--- src/rtl/int_to_float_pipe_if.sv ---
`default_nettype none
// ============================================================================
// Module   : int_to_float_pipe_if
// Purpose  : Handshake bundle between an integer producer, the converter and
//            a floating-point consumer.
// Revision : 1.0 - initial release
// ============================================================================
interface int_to_float_pipe_if #(
  parameter int INT_WIDTH = 16,
  parameter int MAN_WIDTH = 8,
  parameter int EXP_WIDTH = 5
);
  logic                               in_valid_i;
  logic                               in_ready_o;
  logic [INT_WIDTH-1:0]               int_i;
  logic                               out_valid_o;
  logic                               out_ready_i;
  logic [EXP_WIDTH+MAN_WIDTH:0]       float_o;

  // Converter side
  modport slave (
    input  in_valid_i, int_i, out_ready_i,
    output in_ready_o, out_valid_o, float_o
  );

  // Producer/consumer side
  modport master (
    output in_valid_i, int_i, out_ready_i,
    input  in_ready_o, out_valid_o, float_o
  );
endinterface
`default_nettype wire

--- src/rtl/int_to_float_pipe.sv ---
`default_nettype none
// ============================================================================
// Module   : int_to_float_pipe
// Purpose  : Handshaked signed-integer to {sign, exp, mant} converter with an
//            iterative one-bit-per-cycle normaliser. Value = 0.mant * 2^exp.
//            Optional macro INT_TO_FLOAT_ROUND_EN: round-to-nearest-even on
//            the dropped bits (default: truncate).
// Revision : 1.0 - initial release
// ============================================================================
module int_to_float_pipe #(
  parameter int INT_WIDTH = 16,
  parameter int MAN_WIDTH = 8,
  parameter int EXP_WIDTH = 5
) (
  input  logic                 clk,
  input  logic                 rst,
  int_to_float_pipe_if.slave   bus
);

  localparam int FLOAT_WIDTH = 1 + EXP_WIDTH + MAN_WIDTH;
  localparam logic [EXP_WIDTH-1:0] EXP_INIT = EXP_WIDTH'(INT_WIDTH);
  localparam logic [EXP_WIDTH-1:0] EXP_ONE  = EXP_WIDTH'(1);
  localparam logic [INT_WIDTH-1:0] MAG_ONE  = INT_WIDTH'(1);

  typedef enum logic [1:0] {
    ST_IDLE = 2'd0,
    ST_NORM = 2'd1,
    ST_DONE = 2'd2
  } state_t;

  state_t                 state_q, state_d;
  logic                   sign_q, sign_d;
  logic [INT_WIDTH-1:0]   mag_q, mag_d;
  logic [EXP_WIDTH-1:0]   exp_q, exp_d;
  logic [FLOAT_WIDTH-1:0] float_q, float_d;

  logic [INT_WIDTH-1:0]   abs_in;
  logic [MAN_WIDTH-1:0]   mant_trunc;
  logic [MAN_WIDTH-1:0]   mant_final;
  logic [EXP_WIDTH-1:0]   exp_final;

  // The most negative input wraps to 2^(INT_WIDTH-1), which is exactly its magnitude.
  assign abs_in = bus.int_i[INT_WIDTH-1] ? (~bus.int_i + MAG_ONE) : bus.int_i;

  generate
    if (INT_WIDTH >= MAN_WIDTH) begin : g_mant_wide
      assign mant_trunc = mag_q[INT_WIDTH-1 -: MAN_WIDTH];
    end else begin : g_mant_narrow
      assign mant_trunc = {mag_q, {(MAN_WIDTH-INT_WIDTH){1'b0}}};
    end
  endgenerate

`ifdef INT_TO_FLOAT_ROUND_EN
  localparam logic [MAN_WIDTH-1:0] MANT_MSB = MAN_WIDTH'(1) << (MAN_WIDTH-1);

  logic               round_guard;
  logic               round_sticky;
  logic               round_up;
  logic [MAN_WIDTH:0] mant_sum;

  generate
    if (INT_WIDTH > MAN_WIDTH + 1) begin : g_rnd_multi
      assign round_guard  = mag_q[INT_WIDTH-MAN_WIDTH-1];
      assign round_sticky = |mag_q[INT_WIDTH-MAN_WIDTH-2:0];
    end else if (INT_WIDTH == MAN_WIDTH + 1) begin : g_rnd_single
      assign round_guard  = mag_q[0];
      assign round_sticky = 1'b0;
    end else begin : g_rnd_none
      assign round_guard  = 1'b0;
      assign round_sticky = 1'b0;
    end
  endgenerate

  assign round_up = round_guard & (round_sticky | mant_trunc[0]);
  assign mant_sum = {1'b0, mant_trunc} + {{MAN_WIDTH{1'b0}}, round_up};
  // Carry out of the mantissa renormalises to 0.100..0 one binade up.
  assign mant_final = mant_sum[MAN_WIDTH] ? MANT_MSB : mant_sum[MAN_WIDTH-1:0];
  assign exp_final  = mant_sum[MAN_WIDTH] ? (exp_q + EXP_ONE) : exp_q;
`else
  assign mant_final = mant_trunc;
  assign exp_final  = exp_q;
`endif

  always_comb begin
    state_d = state_q;
    sign_d  = sign_q;
    mag_d   = mag_q;
    exp_d   = exp_q;
    float_d = float_q;
    case (state_q)
      ST_IDLE: begin
        if (bus.in_valid_i) begin
          sign_d = bus.int_i[INT_WIDTH-1];
          mag_d  = abs_in;
          exp_d  = EXP_INIT;
          if (abs_in == '0) begin
            float_d = '0;
            state_d = ST_DONE;
          end else begin
            state_d = ST_NORM;
          end
        end
      end
      ST_NORM: begin
        if (mag_q[INT_WIDTH-1]) begin
          float_d = {sign_q, exp_final, mant_final};
          state_d = ST_DONE;
        end else begin
          mag_d = mag_q << 1;
          exp_d = exp_q - EXP_ONE;
        end
      end
      ST_DONE: begin
        if (bus.out_ready_i) begin
          state_d = ST_IDLE;
        end
      end
      default: state_d = ST_IDLE;
    endcase
  end

  always_ff @(posedge clk) begin
    if (rst) begin
      state_q <= ST_IDLE;
      sign_q  <= 1'b0;
      mag_q   <= '0;
      exp_q   <= '0;
      float_q <= '0;
    end else begin
      state_q <= state_d;
      sign_q  <= sign_d;
      mag_q   <= mag_d;
      exp_q   <= exp_d;
      float_q <= float_d;
    end
  end

  assign bus.in_ready_o  = (state_q == ST_IDLE);
  assign bus.out_valid_o = (state_q == ST_DONE);
  assign bus.float_o     = float_q;

endmodule
`default_nettype wire

--- src/flat_wrapper.sv ---
// flat-port wrapper written by rule: the top's interface ports become plain ports
module int_to_float_pipe_flat 
#(
  parameter int INT_WIDTH = 16,
  parameter int MAN_WIDTH = 8,
  parameter int EXP_WIDTH = 5
)
  (clk, rst, bus_in_valid_i, bus_int_i, bus_out_ready_i, bus_in_ready_o, bus_out_valid_o, bus_float_o);
  int_to_float_pipe_if #(.INT_WIDTH(INT_WIDTH), .MAN_WIDTH(MAN_WIDTH), .EXP_WIDTH(EXP_WIDTH)) bus_i ();
  input  logic clk;
  input  logic rst;
  input wire logic [$bits(bus_i.in_valid_i)-1:0] bus_in_valid_i;
  input wire logic [$bits(bus_i.int_i)-1:0] bus_int_i;
  input wire logic [$bits(bus_i.out_ready_i)-1:0] bus_out_ready_i;
  output wire logic [$bits(bus_i.in_ready_o)-1:0] bus_in_ready_o;
  output wire logic [$bits(bus_i.out_valid_o)-1:0] bus_out_valid_o;
  output wire logic [$bits(bus_i.float_o)-1:0] bus_float_o;
  assign bus_i.in_valid_i = bus_in_valid_i;
  assign bus_i.int_i = bus_int_i;
  assign bus_i.out_ready_i = bus_out_ready_i;
  assign bus_in_ready_o = bus_i.in_ready_o;
  assign bus_out_valid_o = bus_i.out_valid_o;
  assign bus_float_o = bus_i.float_o;
  int_to_float_pipe #(.INT_WIDTH(INT_WIDTH), .MAN_WIDTH(MAN_WIDTH), .EXP_WIDTH(EXP_WIDTH)) u_core (.clk(clk), .rst(rst), .bus(bus_i));
endmodule
--- config.mk ---
export PLATFORM = sky130hd
export DESIGN_NAME = int_to_float_pipe_flat
export DESIGN_NICKNAME = d
export VERILOG_FILES = /design/src/rtl/int_to_float_pipe_if.sv /design/src/rtl/int_to_float_pipe.sv /design/src/flat_wrapper.sv
export SDC_FILE = /design/constraint.sdc
export NUM_CORES = 1
export LEC_CHECK = 0
export BUFFER_PORTS_ARGS = -buffer_cell sky130_fd_sc_hd__buf_2
export CORE_AREA = 2 2 85 87
export DETAILED_ROUTE_END_ITERATION = 7
export DIE_AREA = 0 0 87 89
export HOLD_SLACK_MARGIN = 0.06
export PLACE_DENSITY = 0.55
export SYNTH_ARGS = -nofsm -noshare
export SYNTH_HDL_FRONTEND = slang
export SYNTH_SLANG_ARGS = --single-unit
--- constraint.sdc ---
create_clock -name clk -period 1.9 [get_ports clk]
set_clock_uncertainty 0.05 [all_clocks]
set_input_delay 0.095 -clock clk [delete_from_list [all_inputs] [get_ports clk]]
set_output_delay 0.095 -clock clk [all_outputs]
set_load 0.01 [all_outputs]
==> impl_metrics.csv, run 1 <==
group,metric,value,unit
power,combinationalPowerShare,0.229,
critical_path,endpoint_kind,"register",
synthesis,syn-num-nets,281,
critical_path,crit_chain,"buf_2 -> or3_4 -> o41ai_2 -> xor2_1 -> o2111ai_2 -> nor3_4 -> buf_12 -> nor2_1",
routing,routed_via_density,5.00,
timing,drv_slew,0,
synthesis,synth_top_area_cell,"dfxtp_1",
placed_design,dp.cells,403,
worst_hold_path,hold_path_class,"primary input to register",
timing,fin_crit,1.75,ns
power,swShare,0.280,
synthesis,synthTopCellsByArea,"dfxtp_1, nor2_1, a22oi_1, xnor2_1, xor2_1",
timing,rsz0062_at_grt,"false",
routing,drt_iter0_drc,97,
power,clkPwrFrac,0.361,
die,chipHeight,89,um
placed_design,numPortBuffers,35,
placed_design,dp_hpwl,4.23,mm
power,intPower,1640,uW
grt,grt_max_degree,19,
grt,top_usage_layer,"met2",
timing,relSlewSlack,0.760,
die,core_area,6720,um^2
cts,clock_path_buffers,2,
synthesis,seq_area_frac_synth,0.359,
synthesis,avgSynthCellArea,8.18,um^2
synthesis,yosys_warnings,0,
synthesis,synthCells,259,
synthesis,synthArstFlopShare,0,
power,powerDensity,792,nW/um^2
timing,fin_crit_sh,0.923,
synthesis,synth-edff-count,0,
critical_path,start_kind,"primary input",
placed_design,gp_congestion,0.854,
die,io-pin-count,36,
critical_path,slowest_delay,0.43,ns
worst_hold_path,min_path_cells,2,
grt,antenna_found_initial,0,
grt,grt_util_met2,0.248,
power,finalPower,2270,uW
grt,grt_first_pass_wirelength,9.16,mm
routing,dr.pass1.iters,4,
cts,cts_tree,"done",
routing,finalWirelength,5.58,mm
power,vdd_drop_max,0.297,mV
synthesis,synth_flop_cell,"dfxtp_1",
power,pwr-share-seq,0.410,
critical_path,crit_fanout,13,
cts,clock_latency,0.28,ns
run,maxCapViolCount,0,
routing,wl_per_cell,13.5,um
synthesis,ys_types,48,
power,power.static_leakage,0.00125,uW
critical_path,arrival,1.88,ns
grt,grt_usage,0.148,
layout,syn_to_final_growth,35.4,%
critical_path,path_class,"primary input to register",
cts,root_buffer,"clkbuf_8",
die,num_rows,30,
grt,grt_util_met3,0.0277,
layout,antenna_cells,0,
synthesis,synth_top_area_share,0.359,
synthesis,ys_seq_elements,38,
cts,cts.clk_slew.worst_paths,0.08,ns
die,die_w,87,um
timing,hold_viol_final,0,
timing,worst_pin_slew,0.350,ns
timing,fmax,570,MHz
routing,drc,0,
synthesis,netlist_area,2120,um^2
critical_path,crit_slowest_cell,"or3_4",
grt,grt_remaining_overflow,0,
timing,setup_violations,0,
cts,cts_sinks,38,
routing,ant_nets,0,
grt,met1_usage,0.202,
power,p_switching,637,uW
layout,drive_gt1_frac,0.361,
routing,vias,2059,
die,die_area,7740,um^2
layout,fin_cells,412,
cts,htreeDepth,2,
grt,grt_pass1_vias,1950,
critical_path,cp_data_required_time,2.03,ns
layout,nets,353,
critical_path,reg2regPathDepth,4,
status,status,"completed",
die,initial_core_util,0.315,
cts,cts_buffers,5,
[what timing repair did]
item	4_1_cts	5_1_grt
buffers inserted	0	1
gates resized for setup	0	7
endpoints found under the setup margin	0	19
hold buffers	0	0
[stage by stage]
step            util  hold WS, ns  area (um^2)  setup WS [ns]  TNS, ns
2_1_floorplan      -        0.206         2170        -0.0705   -0.705
3_3_place_gp   0.401        0.384         2690         -0.231    -3.42
3_5_place_dp   0.401        0.387         2690         -0.290    -4.31
4_1_cts        0.421       0.0903         2830         0.0173        0
5_1_grt        0.427        0.116         2870         0.0457        0
6_report       0.427       0.0911         2870          0.147        0
[cells in the final DEF, fill, tap and decap left out, types with 3 or more instances in the layout]
cell	synthesis	layout
nor3_1	13	12
buf_4	0	48
nand2_1	15	14
a21oi_1	9	9
o21ai_0	12	12
a2111oi_0	4	4
inv_1	5	5
o21a_1	3	3
nor2b_1	5	4
xnor2_1	8	8
a211oi_1	7	7
dfxtp_1	38	38
nor2_1	37	37
nand3_1	5	5
clkbuf_8	0	5
a22oi_1	15	15
buf_2	1	35
nor2_2	10	10
nor4_1	5	4
nand2b_1	5	5
xor2_1	8	7
[flip-flops by register name (all words and copies together) (netlist names)]
register / count
u_core.mag_q: 16
u_core.bus.float_o: 14
u_core.exp_final: 5
u_core.state_q: 2
u_core.sign_q: 1
[cell families (layout without fill, tap and decap cells)]
group / count (synthesis) / count (layout) / synth area share
AO/OA/AOI/OAI: 62 / 62 / 0.218
XOR/XNOR: 16 / 16 / 0.0661
adder cells (fa/ha/maj): 2 / 2 / 0.0118
buffers and inverters: 24 / 97 / 0.0502
flip-flops: 38 / 38 / 0.359
multiplexers: 3 / 3 / 0.0148
AND/OR/NAND/NOR: 114 / 114 / 0.280
[critical path, delay by kind of cell]
family	cells	cell delay, ns
AND/OR/NAND/NOR	3	0.74
AO/OA/AOI/OAI	2	0.51
buffers and inverters	2	0.28
XOR/XNOR	1	0.25
[power groups by stage]
stage               Combinational (uW)  Clock, uW  Sequential [uW]
floorplan                          323          0              936
global placement                   504          0              951
detailed placement                 510          0              950
CTS                                512        836              932
global route                       580        868              943
finish                             521        821              932
[metal layers]
metal,vias to the layer above,wire length (um)
met5,-,0
met2,41,2520
li1,1070,-
met1,946,2830
met4,0,33
met3,2,192
[final timing paths]
path	slack (ns)	to	from
hold / removal	0.09	u_core.mag_q[0]	rst
hold reg to reg	0.41	u_core.sign_q	u_core.sign_q
setup reg to reg	0.21	u_core.mag_q[7]	u_core.state_q[1]
setup / recovery	0.15	u_core.bus.float_o[10]	bus_int_i[3]
[synthesized netlist by cell type, drive strengths merged (2+ instances only)]
| cell type | count |
|---|---|
| nand4 | 2 |
| xor2 | 8 |
| nor2 | 47 |
| nor3 | 14 |
| a22oi | 15 |
| ha | 2 |
| nor4 | 5 |
| a221oi | 2 |
| a2111oi | 4 |
| nand3 | 5 |
| or3 | 4 |
| xnor2 | 8 |
| nand2b | 5 |
| nand2 | 15 |
| a21oi | 9 |
| mux2i | 2 |
| inv | 5 |
| nor2b | 5 |
| and3 | 2 |
| o21a | 3 |
| or4 | 2 |
| buf | 4 |
| and2 | 2 |
| dfxtp | 38 |
| clkbuf | 15 |
| o21ai | 12 |
| a211oi | 7 |
| o41ai | 3 |
| o31ai | 3 |
[cell type report]
cell class	count	area, um^2
Fill cell	690	3850
Multi-Input combinational cell	197	1300
Sequential cell	38	761
Timing Repair Buffer	84	556
Tap cell	80	100
Clock buffer	5	68.8
Clock inverter	3	68.8
Inverter	5	18.8
Note: power is estimated with default switching activity, not from simulation.
==> inputs of run 2 (changes only) <==
--- a/config.mk
+++ b/config.mk
@@ -5,10 +5,11 @@
 export SDC_FILE = /design/constraint.sdc
 export NUM_CORES = 1
 export LEC_CHECK = 0
+export ABC_AREA = 1
 export BUFFER_PORTS_ARGS = -buffer_cell sky130_fd_sc_hd__buf_2
-export CORE_AREA = 2 2 85 87
+export CORE_AREA = 2 2 87 89
 export DETAILED_ROUTE_END_ITERATION = 7
-export DIE_AREA = 0 0 87 89
+export DIE_AREA = 0 0 89 91
 export HOLD_SLACK_MARGIN = 0.06
 export PLACE_DENSITY = 0.55
 export SYNTH_ARGS = -nofsm -noshare
==> run 2 against run 1 <==
Final area fell by 9.0%. Register-to-register slack improved by 0.09 ns. Critical path type unchanged. Sequential share of layout area rose by 2.6 points. First-iteration DRC count rose by 37%. Die area rose by 4.6%.
==> impl_metrics.csv, run 2 <==
group,metric,value,unit
timing,fmax,602,MHz
cts,cts_sinks,38,
synthesis,synth_top_area_share,0.343,
critical_path,crit_slowest_cell,"ha_1",
synthesis,synth-edff-count,0,
critical_path,cp-startpoint,"bus_int_i[1]",
synthesis,synth_top_area_cell,"dfxtp_1",
cts,clock_path_buffers,2,
placed_design,dp_slack,-0.0447,ns
cts,clock_latency,0.29,ns
routing,drt_iter0_drc,133,
synthesis,syn-num-nets,361,
critical_path,critical_path.top_delay_family,"simple AND/OR/NAND/NOR gates",
synthesis,yosys_warnings,0,
placed_design,dp_hpwl,4.16,mm
placed_design,numPortBuffers,35,
critical_path,cp_num_buf_inv,2,
routing,finalWirelength,5.51,mm
power,finalPower,2310,uW
routing,dr.pass1.iters,4,
critical_path,critical_path_depth,14,
critical_path,arrival,1.78,ns
die,die_w,89,um
die,io-pin-count,36,
die,chipHeight,91,um
synthesis,synthTopCellsByArea,"dfxtp_1, nand2_1, a21oi_1, nand3_1, inv_1",
grt,grt_pass1_vias,2089,
synthesis,ys_seq_elements,38,
critical_path,crit_chain,"buf_2 -> inv_1 -> ha_1 -> nand3_2 -> nand2_4 -> nand3_2 -> nand2_1 -> nand2_1 -> nor3_2 -> nand3_2 -> nand2_4 -> nand2_1 -> nand2_1 -> a21oi_1",
layout,layout_common_cells,"nand2_1, a21oi_1, dfxtp_1, buf_2, inv_1",
layout,syn_to_final_growth,17.9,%
grt,grt_first_pass_wirelength,9.58,mm
die,die_area,8100,um^2
synthesis,synth.most_common_cell,"nand2_1",
die,core_area,7140,um^2
timing,drv_slew,0,
timing,worst_pin_slew,0.594,ns
placed_design,dp.cells,470,
routing,routed_via_density,4.75,
power,powerDensity,886,nW/um^2
timing,hold_viol_final,0,
critical_path,r2r-start,"u_core.state_q[0]",
die,num_rows,31,
critical_path,r2r_slack,0.30,ns
cts,cts_buffers,5,
worst_hold_path,hold_path_class,"primary input to register",
placed_design,gp_congestion,0.749,
layout,antenna_cells,0,
synthesis,synthCells,339,
routing,vias,2282,
run,maxCapViolCount,0,
status,status,"completed",
synthesis,seq_area_frac_synth,0.343,
power,vdd_drop_max,0.249,mV
cts,cts_tree,"done",
critical_path,path_class,"primary input to register",
grt,grt_remaining_overflow,0,
grt,grt_max_degree,26,
synthesis,netlist_area,2220,um^2
routing,wl_per_cell,11.5,um
cts,postCtsSetupRepairBufs,0,
layout,drive_gt1_frac,0.202,
synthesis,synthArstFlopShare,0,
critical_path,cp-endpoint,"u_core.bus.float_o[12]",
critical_path,slowest_delay,0.20,ns
timing,relSlewSlack,0.604,
cts,htreeDepth,2,
layout,layout_commonest_cell,"nand2_1",
critical_path,r2r-end,"u_core.exp_final[4]",
layout,nets,402,
cts,root_buffer,"clkbuf_8",
routing,ant_nets,0,
critical_path,endpoint_kind,"register",
timing,setup_slack,0.240,ns
power,power.static_leakage,0.00120,uW
timing,setup_violations,0,
critical_path,start_kind,"primary input",
die,initial_core_util,0.310,
layout,largest_register_ffs,16,
timing,fin_crit,1.66,ns
grt,antenna_found_initial,0,
routing,drc,0,
timing,rsz0062_at_grt,"false",
synthesis,synth_flop_cell,"dfxtp_1",
critical_path,reg2regPathDepth,11,
synthesis,synth_common_cells,"nand2_1, a21oi_1, dfxtp_1",
cts,cts.clk_slew.worst_paths,0.07,ns
critical_path,crit_path_frequent_cell,"nand2_1",
timing,fin_crit_sh,0.874,
layout,fin_cells,480,
critical_path,cp_data_required_time,2.02,ns
synthesis,avgSynthCellArea,6.54,um^2
layout,nFillCells,821,
synthesis,ys_types,29,
layout,regMostFlops,"u_core.mag_q",
grt,grt_usage,0.146,
critical_path,crit_fanout,16,
-- run 2: how the worst min path moves through the flow --
stage / startpoint / end / slack (ns) / cells past startpoint
after CTS: rst / u_core.exp_final[1] / 0.08 / 2
final: rst / u_core.exp_final[1] / 0.09 / 2
after global placement: bus_out_ready_i / u_core.state_q[1] / 0.31 / 4
after global routing: rst / u_core.bus.float_o[7] / 0.1 / 2
after floorplan: rst / u_core.mag_q[15] / 0.11 / 1
after detailed placement: bus_out_ready_i / u_core.state_q[1] / 0.31 / 4
-- run 2: cells by family (layout without fill, tap and decap cells) --
group,Yosys count,count (layout),share of synthesized area
AO/OA/AOI/OAI,73,73,0.174
XOR/XNOR,1,1,0.00395
adder cells (fa/ha/maj),2,2,0.0113
buffers and inverters,48,90,0.101
flip-flops,38,38,0.343
AND/OR/NAND/NOR,177,177,0.367
-- run 2: what timing repair did --
action,CTS,global route
gates resized for setup,0,1
hold endpoints to repair,2,0
endpoints found under the setup margin,0,1
hold buffers,2,0
-- run 2: metrics by stage --
stage	setup TNS [ns]	utilization	instance area [um^2]	hold WS (ns)
after global routing	0	0.366	2610	0.0982
after floorplan	0	-	2220	0.114
final	0	0.366	2610	0.0922
after global placement	0	0.350	2500	0.312
after detailed placement	-0.393	0.350	2500	0.309
after CTS	0	0.366	2610	0.0850
-- run 2: power breakdown --
| part | internal (uW) | switching (uW) | leakage (uW) | total (uW) |
|---|---|---|---|---|
| clock network | 293 | 280 | 0.0000482 | 573 |
| registers | 917 | 74.0 | 0.000312 | 991 |
| logic | 273 | 477 | 0.000841 | 750 |
-- run 2: cell type report --
cell class | instances | area [um^2] | share of cell area
Multi-Input combinational cell | 253 | 1230 | 0.472
Clock buffer | 7 | 86.3 | 0.0330
Inverter | 35 | 134 | 0.0512
Sequential cell | 38 | 761 | 0.291
Clock inverter | 1 | 5.00 | 0.00192
Timing Repair Buffer | 47 | 270 | 0.103
Tap cell | 99 | 124 | 0.0474
-- run 2: routing by layer --
| layer | share of wire | vias up | global-route usage |
|---|---|---|---|
| met5 | 0 | - | 0 |
| met4 | 0.017 | 0 | 0.0473 |
| met3 | 0.039 | 9 | 0.0336 |
| met2 | 0.47 | 59 | 0.235 |
| met1 | 0.47 | 1028 | 0.192 |
| li1 | - | 1186 | - |
==> inputs of run 3 (changes only) <==
--- a/config.mk
+++ b/config.mk
@@ -7,11 +7,11 @@
 export LEC_CHECK = 0
 export ABC_AREA = 1
 export BUFFER_PORTS_ARGS = -buffer_cell sky130_fd_sc_hd__buf_2
-export CORE_AREA = 2 2 87 89
+export CORE_AREA = 2 2 69 71
 export DETAILED_ROUTE_END_ITERATION = 7
-export DIE_AREA = 0 0 89 91
+export DIE_AREA = 0 0 71 73
 export HOLD_SLACK_MARGIN = 0.06
-export PLACE_DENSITY = 0.55
+export PLACE_DENSITY = 0.79
 export SYNTH_ARGS = -nofsm -noshare
 export SYNTH_HDL_FRONTEND = slang
 export SYNTH_SLANG_ARGS = --single-unit
==> run 3 against run 2 <==
Final cell count decreased by 9.2%. Via count fell by 0.61%. Sequential share of layout area increased by 0.58 points. Largest power group unchanged. Clock power decreased by 3%. Largest cell class unchanged. Die area decreased by 36%. Sequential cell count stayed put. Worst hold slack lost 0.0015 ns. Total power shrank 1.2%. Sequential power is essentially flat.
==> impl_metrics.csv, run 3 (synthesis results as in run 2) <==
group,metric,value,unit
routing,wl_per_cell,11.3,um
cts,cts_sinks,38,
placed_design,gp_congestion,0.922,
cts,root_buffer,"clkbuf_8",
die,chipHeight,73,um
timing,setup_violations,0,
timing,drv_slew,0,
die,core_area,4540,um^2
critical_path,cp-startpoint,"u_core.state_q[0]",
grt,grt_remaining_overflow,0,
die,initial_core_util,0.489,
routing,finalWirelength,4.93,mm
layout,syn_to_final_growth,15.6,%
die,die_w,71,um
critical_path,reg2regPathDepth,11,
layout,antenna_cells,0,
critical_path,r2r-end,"u_core.exp_final[4]",
grt,grt_usage,0.200,
power,finalPower,2290,uW
grt,grt_pass1_vias,2045,
worst_hold_path,min_path_cells,2,
layout,postLayoutCoreUtil,0.565,
power,p_switching,805,uW
routing,drt_iter0_drc,141,
power,combinationalPowerShare,0.322,
cts,cts_buffers,5,
cts,clock_path_buffers,2,
power,power.static_leakage,0.00121,uW
placed_design,numPortBuffers,35,
die,io-pin-count,36,
die,die_area,5180,um^2
status,status,"completed",
power,swShare,0.352,
critical_path,crit_fanout,17,
worst_hold_path,hold_start,"rst",
timing,hold_viol_final,0,
power,pwr-share-seq,0.434,
critical_path,arrival,1.79,ns
layout,stdcell_area,2560,um^2
placed_design,dp_hpwl,3.72,mm
layout,layout_commonest_cell,"nand2_1",
routing,ant_nets,0,
layout,nets,403,
grt,grt_max_degree,22,
placed_design,dp_slack,-0.0143,ns
power,clkPwrFrac,0.244,
critical_path,cp_data_required_time,2.01,ns
cts,cts_tree,"done",
grt,grt_first_pass_wirelength,8.56,mm
critical_path,path_class,"register to register",
layout,layout_common_cells,"nand2_1, a21oi_1, dfxtp_1, buf_2, inv_1",
run,maxCapViolCount,0,
worst_hold_path,hold_path_class,"primary input to register",
critical_path,start_kind,"register",
timing,worst_pin_slew,0.335,ns
routing,vias,2268,
power,powerDensity,893,nW/um^2
layout,nFillCells,450,
power,vdd_drop_max,0.562,mV
grt,antenna_found_initial,0,
timing,fmax,597,MHz
timing,relSlewSlack,0.776,
cts,htreeDepth,2,
timing,setup_slack,0.224,ns
die,num_rows,25,
worst_hold_path,holdPathEnd,"u_core.exp_final[1]",
critical_path,endpoint_kind,"register",
critical_path,r2r-start,"u_core.state_q[0]",
layout,fin_cells,436,
layout,regMostFlops,"u_core.mag_q",
cts,clock_latency,0.28,ns
timing,fin_crit,1.68,ns
timing,rsz0062_at_grt,"false",
routing,dr.pass1.iters,4,
routing,routed_via_density,5.20,
power,intPower,1480,uW
layout,drive_gt1_frac,0.204,
cts,cts.clk_slew.worst_paths,0.07,ns
layout,largest_register_ffs,16,
placed_design,dp.cells,426,
placed_design,placed_area,2450,um^2
timing,fin_crit_sh,0.882,
critical_path,r2r_slack,0.22,ns
routing,drc,0,
[run 3: cell count changes in the layout (fill, tap and decap cells not counted)]
cell   before  now
buf_4      10   11
inv_2       2    3
inv_4       1    0
[run 3: stage by stage]
stage / setup TNS [ns] / hold WS (ns)
floorplan: 0 / 0.114
global placement: 0 / 0.316
detailed placement: -0.0335 / 0.312
CTS: 0 / 0.0805
global route: 0 / 0.100
finish: 0 / 0.0907
[run 3: layer usage]
| metal | track usage | up-vias | routed length, um |
|---|---|---|---|
| li1 | - | 1196 | - |
| met1 | 0.249 | 1022 | 2260 |
| met2 | 0.360 | 45 | 2420 |
| met3 | 0.0373 | 5 | 209 |
| met4 | 0.0461 | 0 | 38 |
| met5 | 0 | - | 0 |
[run 3: power by group through the flow]
stage	clock, uW	combinational [uW]	sequential (uW)
2_1_floorplan	0	544	1000
3_3_place_gp	0	711	1000
3_5_place_dp	0	726	1010
4_1_cts	571	733	989
5_1_grt	601	847	1000
6_report	557	737	992
[run 3: what timing repair did]
| item | 4_1_cts | 5_1_grt |
|---|---|---|
| gates resized for setup | 0 | 0 |
| hold buffers | 2 | 0 |
| hold endpoints to repair | 2 | 0 |
| setup buffers | 0 | 0 |
[run 3: critical path, stage by stage, from the launching register on]
cell and delay (ns):
dfxtp_1 0.35, inv_1 0.09, nor2_4 0.15, inv_2 0.07, nor2_4 0.09, nor2_2 0.05
inv_2 0.21, nand2_1 0.10, inv_1 0.08, nand2_1 0.07, o21ai_0 0.15, a31oi_1 0.10
[run 3: how the worst max path moves through the flow]
stage          slack, ns               endpoint  cells past startpoint
6_report            0.22    u_core.exp_final[4]                     11
5_1_grt             0.01    u_core.exp_final[4]                     11
4_1_cts             0.26    u_core.exp_final[4]                     11
3_5_place_dp       -0.01  u_core.bus.float_o[2]                     17
3_3_place_gp        0.05  u_core.bus.float_o[9]                     17
2_1_floorplan       0.16    u_core.exp_final[4]                     10
[run 3: cell type report]
type                       instances  area [um^2]  share of cell area
clock inverter                     1         5.00             0.00195
multi-input combinational        253         1230               0.481
sequential                        38          761               0.297
tap                               54         67.6              0.0264
timing repair buffer              48          278               0.108
clock buffer                       7         86.3              0.0337
inverter                          35          131              0.0513
